`src/rtl/unsat_clause_sampler_pkg.sv`:
```
// Shared SAT-solver definitions: clause width, LFSR geometry and the
// sampler state encoding.
package unsat_clause_sampler_pkg;

    localparam int          CLAUSE_W  = 36;
    localparam int          LFSR_W    = 16;
    localparam logic [15:0] LFSR_MASK = 16'hB400;

    typedef enum logic [1:0] {
        ST_IDLE  = 2'd0,
        ST_DRAIN = 2'd1,
        ST_DONE  = 2'd2
    } sampler_state_t;

    // An all-zero LFSR never leaves zero, so zero seeds are forced to 1.
    function automatic logic [15:0] lfsr_fix_seed(input logic [15:0] seed);
        return (seed == 16'h0000) ? 16'h0001 : seed;
    endfunction

endpackage

```
`src/rtl/unsat_clause_sampler_lfsr16.sv`:
```
// sat_lfsr16: 16-bit Galois LFSR (right shift, mask 16'hB400) with a
// synchronous load. Shared with the variable-select stage.
module sat_lfsr16
    import unsat_clause_sampler_pkg::*;
#(
    parameter logic [15:0] SEED = 16'hACE1
) (
    input  logic        clk,
    input  logic        rst,
    input  logic        load,
    input  logic [15:0] load_val,
    output logic [15:0] value
);

    // Shift every cycle; a load replaces the shift for that cycle.
    always_ff @(posedge clk or posedge rst) begin
        if (rst) begin
            value <= lfsr_fix_seed(SEED);
        end else if (load) begin
            value <= lfsr_fix_seed(load_val);
        end else begin
            value <= {1'b0, value[15:1]} ^ (value[0] ? LFSR_MASK : 16'h0000);
        end
    end

endmodule

```
`src/rtl/unsat_clause_sampler.sv`:
```
// unsat_clause_sampler: drains the unsatisfied-clause FIFO tree after an
// evaluation round and keeps one clause chosen by reservoir sampling.
// Optional build macro UNSAT_SAMPLER_SEED_PORT_EN adds seed_i, loaded into
// the LFSR on every accepted start for reproducible rounds.
//
// state | meaning
// IDLE  | waiting for start_i
// DRAIN | reading the tree until DRAIN_IDLE quiet cycles are seen
// DONE  | one cycle: issue clause_valid_o or none_o
module unsat_clause_sampler
    import unsat_clause_sampler_pkg::*;
#(
    parameter int          CLAUSE_WIDTH = CLAUSE_W,
    parameter int          COUNT_WIDTH  = 10,
    parameter int          DRAIN_IDLE   = 4,
    parameter logic [15:0] LFSR_SEED    = 16'hACE1
) (
    input  logic                    clk_i,
    input  logic                    rst_i,
    input  logic                    start_i,
    input  logic                    empty_i,
    input  logic [CLAUSE_WIDTH-1:0] clause_i,
    input  logic                    of_i,
`ifdef UNSAT_SAMPLER_SEED_PORT_EN
    input  logic [15:0]             seed_i,
`endif
    output logic                    rd_en_o,
    output logic [CLAUSE_WIDTH-1:0] clause_o,
    output logic                    clause_valid_o,
    output logic                    none_o,
    output logic [COUNT_WIDTH-1:0]  count_o,
    output logic                    of_o,
    output logic                    busy_o
);

    localparam int                     QUIET_W    = $clog2(DRAIN_IDLE + 1);
    localparam int                     PROD_W     = LFSR_W + COUNT_WIDTH;
    localparam logic [COUNT_WIDTH-1:0] COUNT_MAX  = '1;
    localparam logic [PROD_W-1:0]      PROD_LIMIT = PROD_W'(1) << LFSR_W;

    sampler_state_t     state;
    logic [QUIET_W-1:0] quiet;
    logic [QUIET_W-1:0] quiet_next;
    logic               rd_pend;
    logic [15:0]        lfsr;
    logic               lfsr_load;
    logic [15:0]        lfsr_load_val;
    logic [COUNT_WIDTH-1:0] k;
    logic [PROD_W-1:0]  prod;
    logic               replace;

`ifdef UNSAT_SAMPLER_SEED_PORT_EN
    assign lfsr_load     = (state == ST_IDLE) && start_i;
    assign lfsr_load_val = seed_i;
`else
    assign lfsr_load     = 1'b0;
    assign lfsr_load_val = 16'h0000;
`endif

    sat_lfsr16 #(.SEED(LFSR_SEED)) u_lfsr (
        .clk      (clk_i),
        .rst      (rst_i),
        .load     (lfsr_load),
        .load_val (lfsr_load_val),
        .value    (lfsr)
    );

    assign rd_en_o    = (state == ST_DRAIN) && !empty_i;
    assign busy_o     = (state != ST_IDLE);
    assign quiet_next = quiet + 1'b1;

    // Once the counter saturates, k stays at the saturated value.
    assign k       = (count_o == COUNT_MAX) ? count_o : count_o + 1'b1;
    assign prod    = PROD_W'(lfsr) * PROD_W'(k);
    assign replace = (prod < PROD_LIMIT);

    // Sequencing FSM with drain counting, reservoir update and result pulses.
    always_ff @(posedge clk_i or posedge rst_i) begin
        if (rst_i) begin
            state          <= ST_IDLE;
            clause_o       <= '0;
            count_o        <= '0;
            of_o           <= 1'b0;
            clause_valid_o <= 1'b0;
            none_o         <= 1'b0;
            quiet          <= '0;
            rd_pend        <= 1'b0;
        end else begin
            clause_valid_o <= 1'b0;
            none_o         <= 1'b0;
            case (state)
                ST_IDLE: begin
                    if (start_i) begin
                        count_o <= '0;
                        of_o    <= 1'b0;
                        quiet   <= '0;
                        rd_pend <= 1'b0;
                        state   <= ST_DRAIN;
                    end
                end
                ST_DRAIN: begin
                    rd_pend <= rd_en_o;
                    if (of_i) begin
                        of_o <= 1'b1;
                    end
                    if (rd_pend) begin
                        if (replace) begin
                            clause_o <= clause_i;
                        end
                        if (count_o != COUNT_MAX) begin
                            count_o <= count_o + 1'b1;
                        end
                    end
                    // A word still in flight or a new arrival holds off DONE.
                    if (empty_i && !rd_pend) begin
                        quiet <= quiet_next;
                        if (quiet_next == QUIET_W'(DRAIN_IDLE)) begin
                            state <= ST_DONE;
                        end
                    end else begin
                        quiet <= '0;
                    end
                end
                ST_DONE: begin
                    clause_valid_o <= (count_o != '0);
                    none_o         <= (count_o == '0);
                    rd_pend        <= 1'b0;
                    state          <= ST_IDLE;
                end
                default: state <= ST_IDLE;
            endcase
        end
    end

endmodule

```
`config.mk`:
```
export PLATFORM = sky130hd
export DESIGN_NAME = unsat_clause_sampler
export DESIGN_NICKNAME = d
export VERILOG_FILES = /design/src/rtl/unsat_clause_sampler_pkg.sv /design/src/rtl/unsat_clause_sampler_lfsr16.sv /design/src/rtl/unsat_clause_sampler.sv
export SDC_FILE = /design/constraint.sdc
export NUM_CORES = 1
export LEC_CHECK = 0
export ABC_AREA = 1
export CORE_MARGIN = 3
export CORE_UTILIZATION = 40
export DETAILED_ROUTE_END_ITERATION = 12
export DONT_BUFFER_PORTS = 1
export GPL_TIMING_DRIVEN = 0
export MAX_ROUTING_LAYER = met4
export PLACE_DENSITY = 0.63
export RECOVER_POWER = 50
export SYNTH_ARGS = -nofsm -noshare
export SYNTH_HDL_FRONTEND = slang
export SYNTH_HIERARCHICAL = 1
export SYNTH_SLANG_ARGS = --single-unit
```
`constraint.sdc`:
```
create_clock -name clk_i -period 16.3 [get_ports clk_i]
set_input_delay 4.075 -clock clk_i [delete_from_list [all_inputs] [get_ports clk_i]]
set_output_delay 4.075 -clock clk_i [all_outputs]
set_load 0.02 [all_outputs]
```
== After elaboration in Yosys (flattened, before gate mapping) ==
Index checks and enable logic that the tools add are counted.
Operators by class
  add/sub/neg operators: 2
  $mul: 1
  div/mod/pow operators: 0
  magnitude comparators: 1
  equality and inequality tests: 11
  shift-type cells: 0
  mux-type cells: 19
  bitwise gates (word level): 1
  reduce and logical (&&, ||, !) cells: 16
Operators with widths (number)
  2-to-1 mux 10 bit: 4
  less-than comparator 26 x 17 -> 1 bit (second input constant): 1
  multiplier 16 x 10 -> 26 bit: 1
  case mux 10 bit (2 select lines): 1
  2-to-1 mux 16 bit: 1
  XOR 15 x 16 -> 16 bit: 1
  adder 10 x 1 -> 10 bit (second input constant): 1
  == test 10 bit (second input constant): 1
  logical NOT 10 bit: 1
  != test 10 bit (second input constant): 1
  nonzero test 10 bit: 1
  AND reduction 3 bit: 3
  2-to-1 mux 2 bit: 3
  2-to-1 mux 3 bit: 2
  != test 2 x 1 -> 1 bit (second input constant): 3
  != test 2 bit (second input constant): 3
  case mux 3 bit (2 select lines): 1
  2-to-1 mux 1 bit: 4
  case mux 2 bit (2 select lines): 1
  AND reduction 2 bit: 2
  AND reduction 4 bit: 1
  nonzero test 2 bit: 2
  adder 3 x 1 -> 3 bit (second input constant): 1
  == test 3 bit (second input constant): 1
  other kinds (8): 10
Storage, ports and cells
  register bits after elaboration: 71
  bits in latches: 0
  memory bits (writable): 0
  ROM bits: 0
  input bits: 41
  output and inout bits: 51
  logic and storage cells: 60
  memories kept: 0

== Depth between registers and ports, before layout ==
Gate-level depths: netlist of the first run.
  word-level depth: 5
  gate-level depth with buffers: 38
  depth with buffers taken out: 37

== Modules after synthesis ==
Netlist of the first run, hierarchy kept.
Modules (own cells, without submodules)
  unsat_clause_sampler: times used 1, cells an instance 1022, area each 7875.1 sq um, sequential area each 1376.3 sq um
  sat_lfsr16: times used 1, cells an instance 84, area each 698.2 sq um, sequential area each 410.4 sq um

== Worst setup path after synthesis of the first run ==
Ideal clock, no wire load.
  path type: input -> output
  from: input port empty_i
  to: output port rd_en_o
  data arrival time: 4368 ps
  required time: 12225 ps
  slack: 7857 ps
  cell stages on the path: 1
  path buffers: 0
  cell sequence: nor2_1
On the way
  word-level cells in the longest chain between the ends: 2
Ends and longest elaborated chain
  start: declaration: line unsat_clause_sampler.sv:21  | input logic empty_i,
  logical NOT 1 bit: line unsat_clause_sampler.sv:68  | assign rd_en_o = (state == ST_DRAIN) && !empty_i;
  logical AND 1 bit: line unsat_clause_sampler.sv:68
  end: declaration: line unsat_clause_sampler.sv:27  | output logic rd_en_o,
No other way between the ends.

== Final worst setup path of the first run ==
Ends and elaborated chain as after synthesis.

==> results.cfg, run 1 <==
[route]
drcViolationCount = 0
vias_per_cell = 4.86
antenna_left = 0
firstDrtPassIters = 6
drt-wirelength-per-cell_um = 14.7
num_vias = 6934
drt_wl_total_um = 20900
drt_iter0_drc = 485

[timing]
fin_crit_ps = 8460
fmax_mhz = 118
hold_viol = 0
fin_hold_ws_ps = 464
slew_violations = 40
fin_worst_skew_ps = 7.87
grt_setup_unrepaired = false
setup_viol = 0
worstMarginPinSlew_ps = 2170
finalSetupTns_ps = 0
post-route-period-util = 0.519
timing.slew.headroom = -0.447

[worst_setup_path]
critPathMaxFanout = 3
slowest_stage = nor2_1
ff2ff_setup_slack_ps = 8340
endpoint_kind = output pin
slowest_delay_ps = 310
cp_cell_sequence = nor2_1
cp.required_ps = 12230
path_class = in2out
start_kind = input pin
arrival_ps = 4380
crit_buf_inv = 0
crit_family = simple AND/OR/NAND/NOR gates

[synth]
ys_seq_area_frac = 0.208
synth_edf_count = 0
ys_ff_latch = 71
syn_avg_cell_area_sq_um = 7.75
yosysWarningCount = 6
syn_inst = 1106
yosysUniqueCellTypes = 43
synth_flop_cell = dfrtp_1
netlist_area_sq_um = 8570
async_flop_share = 1.00

[floorplanning]
initial_core_util = 0.416
ios = 92
die_h_um = 152
die_area_sq_um = 23200
fp-row-count = 52
die_x_um = 152
coreArea_sq_um = 20600

[placed_design]
port_buffers = 0
gp_congestion = 0.934
hpwl_um = 17300

[power]
peakVddDrop_mv = 0.0661
p_leak_uw = 0.00518
power.density_nw_per_um2 = 134

[global_route]
grt_max_degree = 40
grt.total_usage = 0.195
grt_pass1_vias = 7101
grt_pass1_wl_um = 35800
grt_overflow = 0
grt_antenna_before_repair = 1

[cts]
path_clk_slew_ps = 60
clock_sinks = 71
cts_root_buf = clkbuf_16
post_cts_buffers = 0
ctsHoldBuffers = 0
cts-resized-gates = 0
clkLatencyLatePin_ps = 350
cts_buffers = 9
cts_tree = done
clockBufferDepth = 2
cts_max_level = 3

[min_path]
holdCritPathClass = reg2reg

[layout]
drive_gt1_frac = 0.0657
fin_util = 0.453
syn_to_final_growth_pct = 8.95
fillers = 2077
final_nets = 1364

[status]
violations = max-capacitance violations, max-slew violations
status = finished with violations

[flow_run]
cap_violations = 1
[power breakdown]
group / total, uW / switching [uW] / leakage (uW) / internal, uW
combinational: 682 / 442 / 0.00418 / 239
clock: 205 / 85.1 / 0.000135 / 119
sequential: 368 / 128 / 0.000866 / 241
[layout make-up]
type | count | area (sq um) | share of cell area
clock inverters | 6 | 70.1 | 0.00750
repair buffers | 1 | 3.75 | 0.000402
flip-flops and latches | 71 | 1790 | 0.191
multi-input cells | 801 | 5850 | 0.626
diodes | 1 | 2.50 | 0.000268
plain buffers | 32 | 181 | 0.0194
inverters | 235 | 882 | 0.0944
well taps | 270 | 338 | 0.0362
clock buffers | 10 | 229 | 0.0245
[synthesized netlist by cell type (5+ instances only)]
library cell / instances / share of area
a21oi_1: 34 / 0.020
buf_1: 7 / 0.0031
buf_6: 7 / 0.0092
clkbuf_1: 13 / 0.0057
dfrtp_1: 63 / 0.18
dfstp_2: 8 / 0.025
fa_1: 109 / 0.25
ha_1: 63 / 0.092
inv_1: 233 / 0.10
nand2_1: 283 / 0.12
nand2_2: 34 / 0.025
nand3_1: 62 / 0.036
nand4_1: 8 / 0.0058
nor2_1: 93 / 0.041
nor2_4: 5 / 0.0066
nor3_1: 8 / 0.0047
o21ai_0: 18 / 0.011
o22ai_1: 8 / 0.0058
xnor2_1: 6 / 0.0061
xor2_1: 8 / 0.0082
[layer usage]
layer | global-route usage | vias up | routed length, um
li1 | - | 3382 | -
met1 | 0.253 | 3353 | 9220
met2 | 0.309 | 163 | 10000
met3 | 0.0389 | 36 | 1210
met4 | 0.0612 | 0 | 456
met5 | - | - | 0
[per-stage QoR]
stage | total power, uW | area [sq um] | instances | setup WS, ps
floorplan | 884 | 8700 | 1139 | 7860
global placement | 1040 | 9030 | 1409 | 7830
detailed placement | 1060 | 9050 | 1410 | 7840
CTS | 1270 | 9350 | 1426 | 7840
global route | 1390 | 9340 | 1427 | 7820
finish | 1250 | 9340 | 1427 | 7840
[state kept, by name, indices dropped and copies added (netlist names), 2 cells and up]
name	count
clause_o	36
u_lfsr/value	16
count_o	10
quiet	3
state	2
[cell families after synthesis]
family	count (synthesis)	share of synthesized area
adders and majority gates	172	0.346
xor gates and xnor gates	14	0.0143
other	1	0.000437
and+or+nand+nor	502	0.254
DFF	71	0.208
AOI/OAI and AO/OA	79	0.0521
buffers and inverters	267	0.124
[path summary, 6_finish.rpt]
path,from,to,depth (start not counted)
setup / recovery,empty_i,rd_en_o,1
hold / removal,u_lfsr/value[2],u_lfsr/value[1],2
setup reg to reg,count_o[0],clause_o[24],32
hold reg to reg,u_lfsr/value[2],u_lfsr/value[1],2
max in group asynchronous,rst_i,clause_o[12],2
min in group asynchronous,rst_i,u_lfsr/value[12],1
[cell usage in the layout, fill, tap and decap left out, drive strengths merged, types with 19 or more instances in the layout]
| cell type | count |
|---|---|
| a21oi | 34 |
| buf | 19 |
| clkbuf | 24 |
| conb | 34 |
| dfrtp | 63 |
| fa | 109 |
| ha | 63 |
| inv | 235 |
| nand2 | 318 |
| nand3 | 64 |
| nor2 | 101 |
| o21ai | 22 |
No activity file was read; power rests on OpenSTA's default activity.
==> run 2, diff against run 1 <==
- clock period: 16.3 -> 8.6 ns (I/O delays scaled with it)
==> results of run 2 <==
The final DEF is identical to that of run 1. Status: finished with violations: max-capacitance violations, max-slew violations.
Among the figures that moved: setup slack after placement 7840 ps -> 766 ps; setup slack after layout 7840 ps -> 636 ps; start point of the critical path empty_i -> count_o[0]; end point of the critical path rd_en_o -> clause_o[24]; register-to-register setup slack 8340 ps -> 640 ps; total power 1250 uW -> 2380 uW; worst IR drop on VDD 0.0661 mV -> 0.125 mV
==> run 3, diff against run 2 <==
- CORE_ASPECT_RATIO: unset -> 1.25
- CORE_UTILIZATION: 40 -> 35
- PLACE_DENSITY: 0.63 -> 0.58
==> run 3 against run 2 <==
Against the previous run:
- the run still ends with max-capacitance violations, max-slew violations left
- critical path depth shrank 1
- sequential power shrank 0.7%
- maximum frequency grew 1.4%
- utilization shrank 5.8 points
- largest power group unchanged
- highest routed layer unchanged
==> results.cfg, run 3 (synthesis results as in run 1) <==
[status]
status = finished with violations
violations = max-capacitance violations, max-slew violations

[timing]
fin_crit_ps = 7850
post-route-period-util = 0.913
timing.slew.headroom = -0.134
fin_worst_skew_ps = 8.84
setup_ws_ps = 749
fin_hold_ws_ps = 471
grt_setup_unrepaired = false
slew_violations = 33
hold_viol = 0
worstMarginPinSlew_ps = 1700
fmax_mhz = 127
setup_viol = 0
finalSetupTns_ps = 0

[cts]
cts_root_buf = clkbuf_16
clkLatencyLatePin_ps = 330
cts_max_level = 3
cts-resized-gates = 0
post_cts_buffers = 0
clockBufferDepth = 2
clock_sinks = 71
cts_tree = done
cts_buffers = 9
path_clk_slew_ps = 60
ctsHoldBuffers = 0

[floorplanning]
fp-row-count = 63
die_x_um = 146
die_area_sq_um = 26400
ios = 92
initial_core_util = 0.359
die_h_um = 181
coreArea_sq_um = 23900

[worst_setup_path]
arrival_ps = 8070
start_kind = flop
slowest_stage = fa_1
ff2ff_setup_slack_ps = 750
rr_worst_depth = 31
endpoint_kind = flop
r2r_end = clause_o[19]
cp.required_ps = 8820
critPathMaxFanout = 10
cp_common_cell = fa_1
path_class = reg2reg
slowest_delay_ps = 570
reg2reg_from = count_o[0]

[placed_design]
hpwl_um = 17500
place_ws_ps = 662
port_buffers = 0
gp_congestion = 0.893

[global_route]
grt_antenna_before_repair = 0
grt.total_usage = 0.163
grt_max_degree = 33
grt_overflow = 0
grt_pass1_vias = 7095
grt_pass1_wl_um = 34500

[route]
num_vias = 6899
drt_wl_total_um = 20800
drt_iter0_drc = 326
vias_per_cell = 4.66
firstDrtPassIters = 6
drt-wirelength-per-cell_um = 14.1
antenna_left = 0
drcViolationCount = 0

[min_path]
holdCritPathClass = reg2reg
min_from = u_lfsr/value[9]
hold_depth = 2
min_to = u_lfsr/value[8]

[layout]
layout_commonest_cell = nand2_1
top_regs = clause_o (36), u_lfsr/value (16), count_o (10)
syn_to_final_growth_pct = 10.1
drive_gt1_frac = 0.0683
final_nets = 1364
largest-register = clause_o
antennaDiodeCount = 0
largest_register_ffs = 36
mostFrequentLayoutCells = 283 x nand2_1, 233 x inv_1, 109 x fa_1

[power]
power_uw = 2400
p_leak_uw = 0.00521
power.density_nw_per_um2 = 254
peakVddDrop_mv = 0.184

[flow_run]
cap_violations = 1
## run 3: critical path, delay by kind of cell (launching register included)
kind / cells / cell delay, ps
adder cells (fa/ha/maj): 7 / 3350
AND/OR/NAND/NOR: 14 / 1860
buffers and inverters: 6 / 1350
AO/OA/AOI/OAI: 4 / 630
flip-flops: 1 / 540
## run 3: final cells by class
class	instances	area (sq um)
multi-input combinational	801	5850
fill	2464	14400
inverter	235	882
timing repair buffer	1	3.75
buffer	32	181
sequential	71	1790
clock buffer	10	239
clock inverter	6	91.3
tap	325	407
## run 3: per-layer routing
metal / GRT usage / vias up / routed length [um]
li1: - / 3378 / -
met4: 0.0527 / 0 / 538
met3: 0.0198 / 44 / 768
met5: - / - / 0
met2: 0.284 / 150 / 10900
met1: 0.198 / 3327 / 8580
## run 3: worst max path at each step
stage                   end  cells after the start        from  slack [ps]
2_1_floorplan   clause_o[0]                     32  count_o[0]        2000
3_3_place_gp   clause_o[19]                     35  count_o[0]         710
3_5_place_dp   clause_o[19]                     32  count_o[0]         660
4_1_cts        clause_o[19]                     32  count_o[0]         670
5_1_grt        clause_o[35]                     31  count_o[0]          10
6_report       clause_o[19]                     31  count_o[0]         750
## run 3: report_power, final
part | leakage, uW | switching, uW | internal [uW]
logic | 0.00418 | 849 | 454
clock network | 0.000163 | 140 | 264
registers | 0.000866 | 237 | 457
## run 3: through the flow
step	area [sq um]	cells	utilization
6_report	9440	1481	0.395
5_1_grt	9440	1481	0.395
4_1_cts	9450	1481	0.396
3_5_place_dp	9120	1465	0.382
3_3_place_gp	9100	1464	0.381
2_1_floorplan	8700	1139	-
